<file path="src/rtl/dm_pkg.sv">
`default_nettype none
// ============================================================================
// dm_pkg: shared widths, memory depth and FSM encoding for dm_arbiter. Rev 1.0
// ============================================================================
package dm_pkg;

    localparam int ADDR_W          = 14;
    localparam int DATA_W          = 32;
    localparam int DEPTH_WORDS_DEF = 3072;

    typedef enum logic [1:0] {
        IDLE   = 2'd0,
        ACCESS = 2'd1,
        DONE   = 2'd2
    } state_t;

    // Word-aligned and inside the populated part of the 16 KB byte space.
    function automatic logic addr_ok(input logic [ADDR_W-1:0] addr, input int depth);
        return (addr[1:0] == 2'b00) &&
               (int'({{(34-ADDR_W){1'b0}}, addr[ADDR_W-1:2]}) < depth);
    endfunction

endpackage
`default_nettype wire

</file>
<file path="src/rtl/dm_arb_pick.sv">
`default_nettype none
// ============================================================================
// dm_arb_pick: two-way grant decision; round-robin with DM_ARB_RR_EN, else
// fixed port-0 priority. Rev 1.0
// ============================================================================
module dm_arb_pick (
    input  logic       req0_i,
    input  logic       req1_i,
`ifdef DM_ARB_RR_EN
    input  logic       last_winner_i,
`endif
    output logic [1:0] gnt_o
);

    always_comb begin
        gnt_o = 2'b00;
        if (req0_i && req1_i) begin
`ifdef DM_ARB_RR_EN
            gnt_o = last_winner_i ? 2'b01 : 2'b10;
`else
            gnt_o = 2'b01;
`endif
        end else if (req0_i) begin
            gnt_o = 2'b01;
        end else if (req1_i) begin
            gnt_o = 2'b10;
        end
    end

endmodule
`default_nettype wire

</file>
<file path="src/rtl/dm_arbiter.sv">
`default_nettype none
// ============================================================================
// dm_arbiter: two-port access arbiter in front of dm_12k (IDLE/ACCESS/DONE).
// Option macro: DM_ARB_RR_EN (round-robin on simultaneous requests). Rev 1.0
// ============================================================================
module dm_arbiter
    import dm_pkg::*;
#(
    parameter int DEPTH_WORDS = DEPTH_WORDS_DEF
) (
    input  logic              clk,
    input  logic              rst,
    input  logic              p0_req,
    input  logic              p0_we,
    input  logic [ADDR_W-1:0] p0_addr,
    input  logic [DATA_W-1:0] p0_din,
    output logic              p0_gnt,
    output logic              p0_done,
    output logic              p0_err,
    output logic [DATA_W-1:0] p0_rdata,
    input  logic              p1_req,
    input  logic              p1_we,
    input  logic [ADDR_W-1:0] p1_addr,
    input  logic [DATA_W-1:0] p1_din,
    output logic              p1_gnt,
    output logic              p1_done,
    output logic              p1_err,
    output logic [DATA_W-1:0] p1_rdata,
    output logic              mem_we,
    output logic [ADDR_W-1:0] mem_addr,
    output logic [DATA_W-1:0] mem_din,
    input  logic [DATA_W-1:0] mem_dout
);

    state_t              state_q;
    logic                owner_q;
    logic                we_q;
    logic                bad_q;
    logic [ADDR_W-1:0]   addr_q;
    logic [DATA_W-1:0]   din_q;
    logic [1:0]          done_q;
    logic [1:0]          err_q;
    logic [DATA_W-1:0]   rdata0_q;
    logic [DATA_W-1:0]   rdata1_q;
`ifdef DM_ARB_RR_EN
    logic                last_winner_q;
`endif

    logic                w_idle;
    logic [1:0]          w_gnt;
    logic                w_sel_we;
    logic [ADDR_W-1:0]   w_sel_addr;
    logic [DATA_W-1:0]   w_sel_din;

    assign w_idle = (state_q == IDLE);

    // Requests only compete in IDLE, so a grant can never appear mid-access.
    dm_arb_pick u_pick (
        .req0_i        (p0_req & w_idle),
        .req1_i        (p1_req & w_idle),
`ifdef DM_ARB_RR_EN
        .last_winner_i (last_winner_q),
`endif
        .gnt_o         (w_gnt)
    );

    assign w_sel_we   = w_gnt[1] ? p1_we   : p0_we;
    assign w_sel_addr = w_gnt[1] ? p1_addr : p0_addr;
    assign w_sel_din  = w_gnt[1] ? p1_din  : p0_din;

    always_ff @(posedge clk or posedge rst) begin
        if (rst) begin
            state_q  <= IDLE;
            owner_q  <= 1'b0;
            we_q     <= 1'b0;
            bad_q    <= 1'b0;
            addr_q   <= '0;
            din_q    <= '0;
            done_q   <= 2'b00;
            err_q    <= 2'b00;
            rdata0_q <= '0;
            rdata1_q <= '0;
`ifdef DM_ARB_RR_EN
            last_winner_q <= 1'b1;
`endif
        end else begin
            case (state_q)
                IDLE: begin
                    if (w_gnt != 2'b00) begin
                        state_q <= ACCESS;
                        owner_q <= w_gnt[1];
                        we_q    <= w_sel_we;
                        bad_q   <= !addr_ok(w_sel_addr, DEPTH_WORDS);
                        addr_q  <= w_sel_addr;
                        din_q   <= w_sel_din;
`ifdef DM_ARB_RR_EN
                        last_winner_q <= w_gnt[1];
`endif
                    end
                end
                ACCESS: begin
                    state_q         <= DONE;
                    done_q[owner_q] <= 1'b1;
                    err_q[owner_q]  <= bad_q;
                    // Rejected reads report zero instead of whatever dm_12k returns.
                    if (!we_q) begin
                        if (owner_q) begin
                            rdata1_q <= bad_q ? '0 : mem_dout;
                        end else begin
                            rdata0_q <= bad_q ? '0 : mem_dout;
                        end
                    end
                end
                DONE: begin
                    state_q <= IDLE;
                    done_q  <= 2'b00;
                    err_q   <= 2'b00;
                end
                default: state_q <= IDLE;
            endcase
        end
    end

    assign p0_gnt   = w_gnt[0];
    assign p1_gnt   = w_gnt[1];
    assign p0_done  = done_q[0];
    assign p1_done  = done_q[1];
    assign p0_err   = err_q[0];
    assign p1_err   = err_q[1];
    assign p0_rdata = rdata0_q;
    assign p1_rdata = rdata1_q;

    // Write strobe follows the state directly so an async reset kills it at once.
    assign mem_we   = (state_q == ACCESS) && we_q && !bad_q;
    assign mem_addr = addr_q;
    assign mem_din  = din_q;

endmodule
`default_nettype wire
</file>
<file path="config.mk">
export PLATFORM = sky130hd
export DESIGN_NAME = dm_arbiter
export DESIGN_NICKNAME = d
export VERILOG_FILES = /design/src/rtl/dm_pkg.sv /design/src/rtl/dm_arb_pick.sv /design/src/rtl/dm_arbiter.sv
export SDC_FILE = /design/constraint.sdc
export NUM_CORES = 1
export LEC_CHECK = 0
export CORE_MARGIN = 4
export CORE_UTILIZATION = 42
export CTS_BUF_LIST = sky130_fd_sc_hd__clkbuf_4
export DETAILED_ROUTE_END_ITERATION = 12
export PLACE_DENSITY_LB_ADDON = 0.12
export SYNTH_ARGS = -nofsm -noshare
export SYNTH_HDL_FRONTEND = slang
export SYNTH_HIERARCHICAL = 1
export SYNTH_SLANG_ARGS = --single-unit
</file>
<file path="constraint.sdc">
create_clock -name clk -period 5.2 [get_ports clk]
set_clock_uncertainty 0.1 [all_clocks]
set_input_delay 0.78 -clock clk [delete_from_list [all_inputs] [get_ports clk]]
set_output_delay 0.78 -clock clk [all_outputs]
set_load 0.01 [all_outputs]
</file>
==> run summary <==
status -> completed
DP HPWL -> 10,800 µm
Netlist Area Pre-Place -> 5210 µm²
die footprint -> 14,200 µm²
synth warn -> 6
timing-limited maximum frequency -> 298 MHz
first-pass GRT wire length -> 23,100 µm
Core Region -> 12,100 µm²
post-synthesis sequential area ratio -> 57.2%
# DRC -> 0
Root Driver -> clkbuf_4
number of CTS-inserted buffers -> 17
post-synthesis register bit count -> 119
GPL Wtd Cong -> 0.820
ratio of cells with drive above 1 in the final layout -> 9.14%
final setup vio count -> 0
pre-CTS setup slack -> 1860 ps
Hold WC Path Type -> reg -> reg
slew at the pin with the worst max-slew slack -> 1090 ps
Reg clk slew, reported paths -> 110 ps
utilization after layout -> 66.6%
Mapped Cells -> 494
post-synth top area share -> 57.2%
leakage power -> 3.43 nW
Required @ worst endpoint -> 4320 ps
grt total ovfl -> 0
synthesis-to-finish area growth -> 54.1%
worst skew pair latency -> 500 ps
PwrDens -> 551 nW/µm²
Ports -> 247
Final Cell Area -> 8030 µm²
DR vias/cell -> 4.71
Avg WL per Cell -> 15.8 µm
synth cell count leaders -> 119 x dfrtp_1, 114 x nand2_1, 77 x o21ai_0
row count -> 40
Post-synth ARST share -> 100%
CP Launch Type -> register
initial antenna violation count -> 1
post-cts repair resize count -> 0
hold slack final -> 383 ps
total power draw -> 4.42 mW
Max Cap Viol -> 0
Detailed Route Iter0 Violations -> 388
Die X -> 119 µm
number of global-route vias before repair -> 4,555
number of flops mapped to enable cells by yosys -> 0
Slew Limit Fails -> 0
TritonRoute pass-1 iters -> 4
fin nets -> 866
CTS tree -> yes
Synth Flop Type -> dfrtp_1
deepest clock path buffer count -> 2
CP Max Fanout -> 11
gr usage total -> 20.6%
Port Buffers -> 246
remaining antenna violation count after routing -> 0
Yosys cell types -> 29
DP Cell Count -> 880
synth top area cells -> dfrtp_1 57%, mux2i_1 9.0%, nand2_1 8.2%
Die Ht -> 119 µm
TritonCTS Sinks -> 119
setup repair bufs after CTS -> 0
Layout Cells excl Fill -> 913
Post-CTS Hold Buffers -> 0
Slew Limit Headroom -> 26.8%
RSZ-0062 raised after global routing -> false
Cell Area, Placed -> 7750 µm²
final setup margin -> 1840 ps
final WL -> 14,400 µm
Initial Util -> 43.2%
CP Data Arrival Time -> 2480 ps
H-tree depth -> 4
Setup CP Type -> reg -> out
Final Cycle Share -> 64.6%
largest area contributor in the netlist -> dfrtp_1
Via Count -> 4,296
largest net degree at the start of global routing -> 65
Net Count, Synth -> 629
CP endpoint kind -> primary output
crit path time final -> 3360 ps
count leader, synth -> dfrtp_1
Fin. Hold Viols -> 0
VDD IR max -> 0.231 mV
syn avg cell area -> 10.5 µm²
Total Negative Setup Slacks -> 0 ps
-- cell families after synthesis --
kind of cell / share of synthesized area [%]
AND/OR/NAND/NOR: 13.3
AO/OA/AOI/OAI: 14.6
flip-flops: 57.2
multiplexers: 9.25
buffers and inverters: 4.52
adder cells (fa/ha/maj): 1.20
-- metal layers --
| metal | track usage, % | wire length (µm) | vias to the layer above |
|---|---|---|---|
| li1 | - | - | 2131 |
| met1 | 23.9 | 5670 | 1968 |
| met2 | 33.7 | 7020 | 176 |
| met3 | 8.55 | 1400 | 21 |
| met4 | 8.16 | 305 | 0 |
| met5 | 0 | 0 | - |
-- flip-flops by register name, indices dropped and copies added, names as in the netlist --
| signal | cells |
|---|---|
| bad_q | 1 |
| state_q | 2 |
| done_q | 2 |
| err_q | 2 |
| p0_rdata | 32 |
| p1_rdata | 32 |
| owner_q | 1 |
| mem_din | 32 |
| mem_addr | 14 |
| we_q | 1 |
-- final cells by class --
type | count | area, µm²
fill | 982 | 4030
sequential | 119 | 2980
timing repair buffer | 252 | 2520
multi-input combinational | 335 | 2010
tap | 168 | 210
clock buffer | 19 | 143
clock inverter | 13 | 136
inverter | 6 | 25.0
antenna | 1 | 2.50
-- final timing paths --
| check | from | end | slack [ps] | cells after the start |
|---|---|---|---|---|
| max | state_q[1] | p1_gnt | 1840 | 5 |
| min | p0_rdata[11] | p0_rdata[11] | 380 | 2 |
| max reg2reg | state_q[1] | mem_din[18] | 2440 | 7 |
| min reg2reg | p0_rdata[11] | p0_rdata[11] | 380 | 2 |
| max in group asynchronous | rst | p1_rdata[26] | 3650 | 3 |
| min in group asynchronous | rst | mem_din[7] | 400 | 2 |
-- cell usage in the layout (no fill, tap or decap) --
cell / instances
and2_1: 3
clkinv_1: 5
a21o_1: 1
nor2_1: 3
nand3b_1: 1
o21ai_4: 1
nor2b_4: 1
a31oi_1: 1
inv_4: 1
buf_12: 1
clkinv_2: 4
a2111oi_0: 1
dfrtp_1: 119
mux2i_1: 47
inv_1: 5
nand2_1: 114
or3b_4: 1
clkbuf_4: 19
nand2b_1: 32
nand2_2: 1
o22ai_1: 2
a21boi_0: 1
o21ai_0: 77
o21ai_2: 29
buf_4: 5
clkdlybuf4s50_1: 246
a22o_1: 1
clkinvlp_4: 1
diode_2: 1
and3_1: 1
a21oi_1: 5
a311oi_1: 1
ha_1: 5
o21ai_1: 5
bufinv_16: 3
mux2_2: 1
-- worst max-delay path, stage by stage (launching register included) --
cell and delay (ps):
dfrtp_1 410, inv_1 100, ha_1 220, and2_1 240
nor2b_4 380, clkdlybuf4s50_1 620
-- where the power goes --
part           leakage [nW]  switching [mW]  internal [mW]
clock                 0.153           0.327          0.333
combinational          1.77            1.06           1.13
sequential             1.51           0.236           1.34
(Power assumes the default switching activity.)
